[config.mk]
export PLATFORM = sky130hd
export DESIGN_NAME = bcd_convert_seq
export DESIGN_NICKNAME = d
export VERILOG_FILES = /design/src/rtl/bcd_convert_seq.sv
export SDC_FILE = /design/constraint.sdc
export NUM_CORES = 1
export LEC_CHECK = 0
export CAP_MARGIN = 20
export CORE_MARGIN = 2
export CORE_UTILIZATION = 58
export DETAILED_ROUTE_END_ITERATION = 8
export GPL_ROUTABILITY_DRIVEN = 0
export PLACE_DENSITY_LB_ADDON = 0.25
export SYNTH_ARGS = -nofsm -noshare
export SYNTH_HDL_FRONTEND = slang
export SYNTH_SLANG_ARGS = --single-unit
[constraint.sdc]
create_clock -name clk -period 2.89 [get_ports clk]
set_input_delay 0.867 -clock clk [delete_from_list [all_inputs] [get_ports clk]]
set_output_delay 0.867 -clock clk [all_outputs]
set_load 0.005 [all_outputs]
[src/rtl/bcd_convert_seq.sv]
// bcd_convert_seq: sequential shift-and-add-3 binary-to-BCD converter with saturating overflow
module bcd_convert_seq #(
  parameter int BIN_W  = 8,
  parameter int DIGITS = 3
) (
  input  logic                  clk,
  input  logic                  reset,
  input  logic                  start,
  input  logic [BIN_W-1:0]      bin,
  output logic                  busy,
  output logic                  done,
  output logic [4*DIGITS-1:0]   bcd,
  output logic                  overflow
);
  localparam int CW = $clog2(BIN_W + 1);
  localparam int BW = 4 * DIGITS;
  typedef enum logic [1:0] {IDLE, CONV, DONE} state_t;
  state_t          state, state_nxt;
  logic [BIN_W-1:0] sr;
  logic [BW-1:0]   work, adj, work_nxt, sat;
  logic [CW-1:0]   cnt;
  logic            ovf_s, shout, accept, last;
  for (genvar k = 0; k < DIGITS; k++) begin : g_dig
    assign adj[4*k+:4] = work[4*k+:4] >= 4'd5 ? work[4*k+:4] + 4'd3 : work[4*k+:4];
    assign sat[4*k+:4] = 4'd9;
  end
  // bit leaving the top digit means the value no longer fits in DIGITS digits
  assign shout    = adj[BW-1];
  assign work_nxt = {adj[BW-2:0], sr[BIN_W-1]};
  always_comb begin
    accept    = start && state != CONV;
    last      = state == CONV && cnt == CW'(1);
    busy      = state == CONV;
    done      = state == DONE;
    state_nxt = accept ? CONV : last ? DONE : state == DONE ? IDLE : state;
  end
  always_ff @(posedge clk or negedge reset) begin
    if (!reset) begin
      state    <= IDLE;
      sr       <= '0;
      work     <= '0;
      cnt      <= '0;
      ovf_s    <= 1'b0;
      bcd      <= '0;
      overflow <= 1'b0;
    end else begin
      state <= state_nxt;
      if (accept) begin
        sr    <= bin;
        work  <= '0;
        ovf_s <= 1'b0;
        cnt   <= CW'(BIN_W);
      end else if (busy) begin
        sr    <= sr << 1;
        work  <= work_nxt;
        ovf_s <= ovf_s | shout;
        cnt   <= cnt - 1'b1;
      end
      if (last) begin
        overflow <= ovf_s | shout;
        bcd      <= (ovf_s | shout) ? sat : work_nxt;
      end
    end
  end
endmodule

Word-level counts from Yosys, hierarchy flattened
Index checks and enable logic that the tools add are counted.
W data, S select, Z words.
- register bits: 40
- bits of input ports: 11
- output and inout bits: 15
- word-level logic and storage cells: 38
- $add $sub $neg: 4
- $lt $le $gt $ge: 3
- equality and inequality tests: 4
- multiplexer cells: 15
- bitwise gates (word level): 1
- reductions and logical operators: 4
- operators by type and width (cell ; number):
    $mux W12 ; 3
    $mux W4 ; 5
    $mux W8 ; 2
    $add A4 B2 Y4 const B ; 3
    $ge A4 B3 Y1 const B ; 3
    $mux W2 ; 3
    $eq A4 B1 Y1 const B ; 1
    $sub A4 B1 Y4 const B ; 1
    $reduce_bool A3 Y1 ; 1
    $eq A2 B1 Y1 const B ; 1
    $eq A2 B2 Y1 const B ; 1
    $logic_and A1 B1 Y1 ; 2
    $mux W1 ; 2
    $ne A2 B1 Y1 const B ; 1
    $reduce_bool A2 Y1 ; 1
    $or A1 B1 Y1 ; 1

Depth between registers and ports, before layout
Gate-level depths: netlist of run 1.
- word-level depth: 5
- mapped depth: 7
- mapped depth without buffers: 6

Worst setup path after synthesis of run 1
No wires, ideal clock.
- path type: reg-to-output
- start point: register state[1]
- end point: output busy
- arrival time: 0.954 ns
- data required time: 2.023 ns
- path slack: 1.069 ns
- stages on the path, launching flop included: 5
- path buffers: 2
- cell sequence: dfrtp_1 -> nand2b_1 -> inv_2 -> buf_2 -> buf_2
- cells in the longest elaborated chain, start to end: 1
- RTL lines (what ; line ; text):
    start, declared ; 18 ; state_t state, state_nxt;
    start signal, assigned ; 47 ; state <= state_nxt;
    $eq A2 B1 Y1 ; 33 ; busy = state == CONV;
    end, declared ; 10 ; output logic busy,
Every way passes these cells.

Final worst setup path of run 1
Same ends and word-level chain as after synthesis.

==> out/qor.txt, run 1 <==
Vias post-DR = 1,479
Gate Count Post-Synth = 196
Via/cell ratio = 5.54
PD cells = 1120 nW/µm²
Die height = 62.3 µm
Die area = 3880 µm²
Routed length per instance = 14.9 µm
Grt ovf = 0
Sequential cell area fraction in the yosys report = 50.7%
Buffer depth of the longest clock path = 2
Commonest non-fill, non-tap cell in the layout = dfrtp_1
Max Cap Viol = 0
Post-route setup slack = 0.533 ns
Synth Warn # = 0
HPWL reported at the end of detailed placement = 2870 µm
Worst-path maximum fanout = 3
Synth cell types = 30
Final setup TNS = 0 ns
GRT Util Overall = 22.7%
Worst path max stage delay = 0.49 ns
Num CTS Buffers = 5
Nets@finish = 240
Endpoints failing setup = 0
Top Ports = 26
DRC Markers = 0
Router iterations before antenna repair = 4
Syn Std Cell Area = 1970 µm²
Final Skew = 0.0157 ns
Slowest CP cell = clkdlybuf4s50_1
Fin crit share = 81.5%
Area Overhead vs Synth = 18.8%
Critical-path cell list = nand2b_1 -> inv_2 -> clkdlybuf4s50_1
Starting Density = 59.6%
Rows = 21
Most frequent cells in the layout = dfrtp_1, o21ai_0, nand2_1, clkdlybuf4s50_1
Die W = 62.3 µm
Number of global-route vias before repair = 1,522
Startpoint class of the critical path = register
N_diodes = 0
Routed Antenna Nets = 0
Root Buffer = clkbuf_4
First-pass GRT wire length = 6930 µm
CP Capture Type = output pin
Fillers = 269
Pre-CTS setup slack = 0.742 ns
Post-CTS resize count = 0
CP Data Required Time = 2.02 ns
Avg Cell Area, Syn = 10.1 µm²
Share of layout cells above drive strength 1 = 10.4%
Static Leakage = 1.01 nW
Final Hold Fails = 0
Min cycle time layout = 2.36 ns
# port buffers = 25
Clock Sinks = 40
Hold Crit Class = register to register
Worst Tran Pin Value = 0.869 ns
Core Area = 3310 µm²
Initial DRC count = 60
CP arrival = 1.49 ns
Clk Latency, worst-skew pair = 0.35 ns
Outcome = complete, no violations
Initial antenna violation count = 0
Syn nets = 215
# H-tree levels = 2
Max-slew violation count = 0
Post-CTS setup buffers = 0
Worst-path clk slew = 0.12 ns
Rel. slew slack = 42.0%
Maximum vdd drop = 753 µV
CTS Hold Buffers Added = 0
Seq cells post-synth = 40
WL final = 3980 µm
Fin util = 70.8%
Fmax = 0.424 GHz
CP Class = register to output pin
Largest net degree at the start of global routing = 41
CTS tree = yes
RSZ-0062 raised after global routing = no
Total chip power = 2.62 mW
## metrics by stage
| stage | instance area [µm²] | std cells | hold slack (ns) |
|---|---|---|---|
| finish | 2340 | 267 | 0.484 |
| global route | 2340 | 267 | 0.513 |
| CTS | 2340 | 267 | 0.490 |
| detailed placement | 2250 | 260 | 0.465 |
| global placement | 2250 | 260 | 0.460 |
| floorplan | 1970 | 196 | 0.449 |
## kinds of logic after synthesis
group | count (synthesis) | synth area share [%]
adder cells (fa/ha/maj) | 8 | 5.07
multiplexers | 11 | 5.77
AND/OR/NAND/NOR | 62 | 16.2
flip-flops | 40 | 50.7
XOR/XNOR | 3 | 1.33
AO/OA/AOI/OAI | 53 | 16.5
buffers and inverters | 19 | 4.38
## routing by layer
| metal | global-route usage, % | part of all wire, % |
|---|---|---|
| met1 | 28.0 | 42 |
| met2 | 40.1 | 52 |
| met3 | 3.44 | 3.8 |
| met4 | 9.44 | 1.6 |
| met5 | 0 | 0 |
## critical path: cells and delay by family (launching register included)
family / cells / cell delay [ns]
flops: 1 / 0.40
buf+inv: 2 / 0.55
simple gates: 1 / 0.17
## cell type report
type	instances	area, µm²	share of cell area, %
inverters	9	33.8	1.44
well taps	46	57.6	2.46
clock buffers	5	37.5	1.60
multi-input cells	137	886	37.8
repair buffers	28	268	11.4
flip-flops and latches	40	1000	42.7
clock inverters	2	60.1	2.56
## where the power goes
part	internal (mW)	switching [mW]	total [mW]
combinational	0.547	0.655	1.20
clock	0.265	0.180	0.445
sequential	0.801	0.175	0.976
total	1.61	1.01	2.62
## state kept, by name (all words and copies together), names as in the netlist
register,count
bcd,12
work,12
sr,8
cnt,4
state,2
overflow,1
ovf_s,1
## Yosys cell counts
library cell	count	share of area (%)
xnor2_1	3	1.3
or3_1	7	2.2
buf_6	1	0.57
clkbuf_1	3	0.57
inv_1	8	1.5
o21ai_0	25	6.3
o31ai_1	7	2.7
o21ai_2	2	0.89
a21oi_1	11	2.8
nand2b_1	4	1.3
ha_1	8	5.1
a21o_1	1	0.38
a21oi_2	1	0.44
buf_2	6	1.5
mux2_2	3	1.7
nor3b_1	5	1.9
nor2b_1	1	0.32
nor2_1	11	2.1
mux2i_1	8	4.1
and3_1	1	0.32
inv_2	1	0.19
a31oi_2	3	1.9
nand2_1	24	4.6
or3b_4	1	0.57
nand3b_1	6	2.3
and2_4	1	0.44
dfrtp_1	40	51
nand3_1	1	0.25
o22a_1	1	0.44
a31oi_1	2	0.63
## path summary, 6_finish.rpt
kind / start / to / slack, ns / cells after the start
worst max-delay path: state[1]$_DFFE_PN0P_ / busy / 0.53 / 3
min in group asynchronous: reset / work[10]$_DFFE_PN0P_ / 0.62 / 1
worst max register to register: state[1]$_DFFE_PN0P_ / bcd[0]$_DFFE_PN0P_ / 0.90 / 6
max in group asynchronous: reset / cnt[0]$_DFFE_PN0P_ / 1.72 / 1
worst min register to register: bcd[1]$_DFFE_PN0P_ / bcd[1]$_DFFE_PN0P_ / 0.48 / 2
worst min-delay path: bcd[1]$_DFFE_PN0P_ / bcd[1]$_DFFE_PN0P_ / 0.48 / 2
No activity file was read; power rests on OpenSTA's default activity.
==> run 2, diff against run 1 <==
CORE_UTILIZATION = 49   (was 58)
clock period = 2.1 ns   (was 2.89 ns; I/O delays follow)
==> out/qor.txt, run 2 (synthesized netlist as in run 1, its figures left out) <==
Outcome = complete, no violations
Max Cap Viol = 0 (unchanged)
Vias post-DR = 1,460 (-1.3%)
CTS tree = yes
Final Hold Fails = 0 (unchanged)
Final setup TNS = 0 ns (unchanged)
DRC Markers = 0 (unchanged)
Router iterations before antenna repair = 5 (+1)
Starting Density = 50.0% (-9.6 points)
Reg-to-reg endpoint = bcd[2]$_DFFE_PN0P_
CP Class = register to output pin
Largest net degree at the start of global routing = 30 (-27%)
Setup slack, reg-to-reg = 0.26 ns (-0.64 ns)
Routed length per instance = 13.6 µm (-8.9%)
Hold Crit Class = primary input to asynchronous set/reset pin
Clock Sinks = 40 (unchanged)
Crit path to = done
Rel. slew slack = 70.5% (+28 points)
Initial DRC count = 86 (+43%)
Worst r2r path cells = 6 (unchanged)
Worst Setup SP = state[0]$_DFFE_PN0P_
Endpoints failing setup = 0 (unchanged)
N_diodes = 0 (unchanged)
CP Capture Type = output pin
Grt ovf = 0 (unchanged)
# port buffers = 25 (unchanged)
GRT Util Overall = 19.4% (-3.3 points)
Die height = 67.5 µm (+8.2%)
Nets@finish = 242 (+0.83%)
First-pass GRT wire length = 6400 µm (-7.7%)
Initial antenna violation count = 0 (unchanged)
Top Ports = 26 (unchanged)
Startpoint class of the critical path = register
PD cells = 1460 nW/µm² (+30%)
Buffer depth of the longest clock path = 2 (unchanged)
Routed Antenna Nets = 0 (unchanged)
Die W = 67.5 µm (+8.2%)
Via/cell ratio = 5.33 (-3.8%)
Commonest non-fill, non-tap cell in the layout = dfrtp_1
Maximum vdd drop = 812 µV (+7.7%)
Root Buffer = clkbuf_8
CP arrival = 1.32 ns (-0.17 ns)
Clk Latency, worst-skew pair = 0.29 ns (-0.06 ns)
Most frequent cells in the layout = dfrtp_1, o21ai_0, nand2_1
Final Skew = 0.00723 ns (-0.00852 ns)
Largest registers = bcd x12, work x12, sr x8
Worst Tran Pin Value = 0.442 ns (-0.427 ns)
HPWL reported at the end of detailed placement = 2670 µm (-7.0%)
Max-slew violation count = 0 (unchanged)
Total chip power = 3.48 mW (+33%)
Fin util = 60.5% (-10 points)
Post-CTS setup buffers = 0 (unchanged)
Number of global-route vias before repair = 1,394 (-8.4%)
Fin crit share = 92.7%
Pre-CTS setup slack = 0.292 ns (-0.449 ns)
Rows = 23 (+9.5%)
Share of layout cells above drive strength 1 = 10.7% (+0.31 points)
Min cycle time layout = 1.95 ns
R2r startpoint = work[0]$_DFFE_PN0P_
CP Data Required Time = 1.47 ns (-0.55 ns)
# H-tree levels = 2 (unchanged)
Static Leakage = 1.03 nW (+1.7%)
Worst-path clk slew = 0.07 ns (-0.05 ns)
Worst-path maximum fanout = 4 (+1)
RSZ-0062 raised after global routing = no
Core Area = 3940 µm² (+19%)
Area Overhead vs Synth = 20.8%
Die area = 4550 µm² (+17%)
Fmax = 0.513 GHz
WL final = 3720 µm (-6.5%)
Post-route setup slack = 0.152 ns (-0.381 ns)
Num CTS Buffers = 5 (unchanged)
==> run 2: cell types whose count changed in the layout (fill, tap and decap cells not counted), sizes merged <==
cell and change:
buf +2, bufinv -2, dlymetal6s2s +1, clkdlybuf4s50 -1, clkbuf +3
==> run 2: through the flow <==
step | cell area, µm² | instances | hold slack (ns)
after floorplan | 1970 | 196 | 0.334
after global placement | 2290 | 266 | 0.460
after detailed placement | 2290 | 266 | 0.467
after CTS | 2380 | 274 | 0.278
after global routing | 2380 | 274 | 0.291
final | 2380 | 274 | 0.269
==> run 2: worst min path at each step <==
| stage | endpoint | depth (start not counted) | slack [ns] | startpoint |
|---|---|---|---|---|
| CTS | bcd[4]$_DFFE_PN0P_ | 1 | 0.28 | reset |
| finish | bcd[4]$_DFFE_PN0P_ | 1 | 0.27 | reset |
| global route | bcd[6]$_DFFE_PN0P_ | 1 | 0.29 | reset |
| floorplan | bcd[0]$_DFFE_PN0P_ | 0 | 0.33 | reset |
| detailed placement | bcd[10]$_DFFE_PN0P_ | 2 | 0.47 | bcd[10]$_DFFE_PN0P_ |
| global placement | bcd[2]$_DFFE_PN0P_ | 2 | 0.46 | bcd[2]$_DFFE_PN0P_ |
==> run 2: final cells by class <==
cell class | instances | area [µm²]
Clock buffer | 8 | 90.1
Fill cell | 320 | 1560
Inverter | 9 | 33.8
Multi-Input combinational cell | 137 | 886
Sequential cell | 40 | 1000
Tap cell | 50 | 62.6
Timing Repair Buffer | 30 | 310
==> run 2: power breakdown <==
part           switching [mW]  internal, mW
registers               0.223          1.11
logic                   0.873         0.757
clock network           0.252         0.268
total                    1.35          2.13
==> run 2: routing by layer <==
| layer | wire [µm] | vias to the layer above | track usage (%) |
|---|---|---|---|
| met1 | 1590 | 684 | 22.9 |
| met5 | 0 | - | 0 |
| li1 | - | 729 | - |
| met2 | 1870 | 38 | 32.1 |
| met3 | 191 | 9 | 6.50 |
| met4 | 72 | 0 | 8.67 |
==> run 2: timing repair <==
item | in CTS | in global routing
hold buffers | 0 | 0
setup endpoints to repair | 0 | 1
gates resized for setup | 0 | 1
==> run 2: critical path, cell delays in order, from the launching register on <==
cell	delay [ns]
dfrtp_1	0.41
nor2b_1	0.11
clkdlybuf4s50_1	0.51
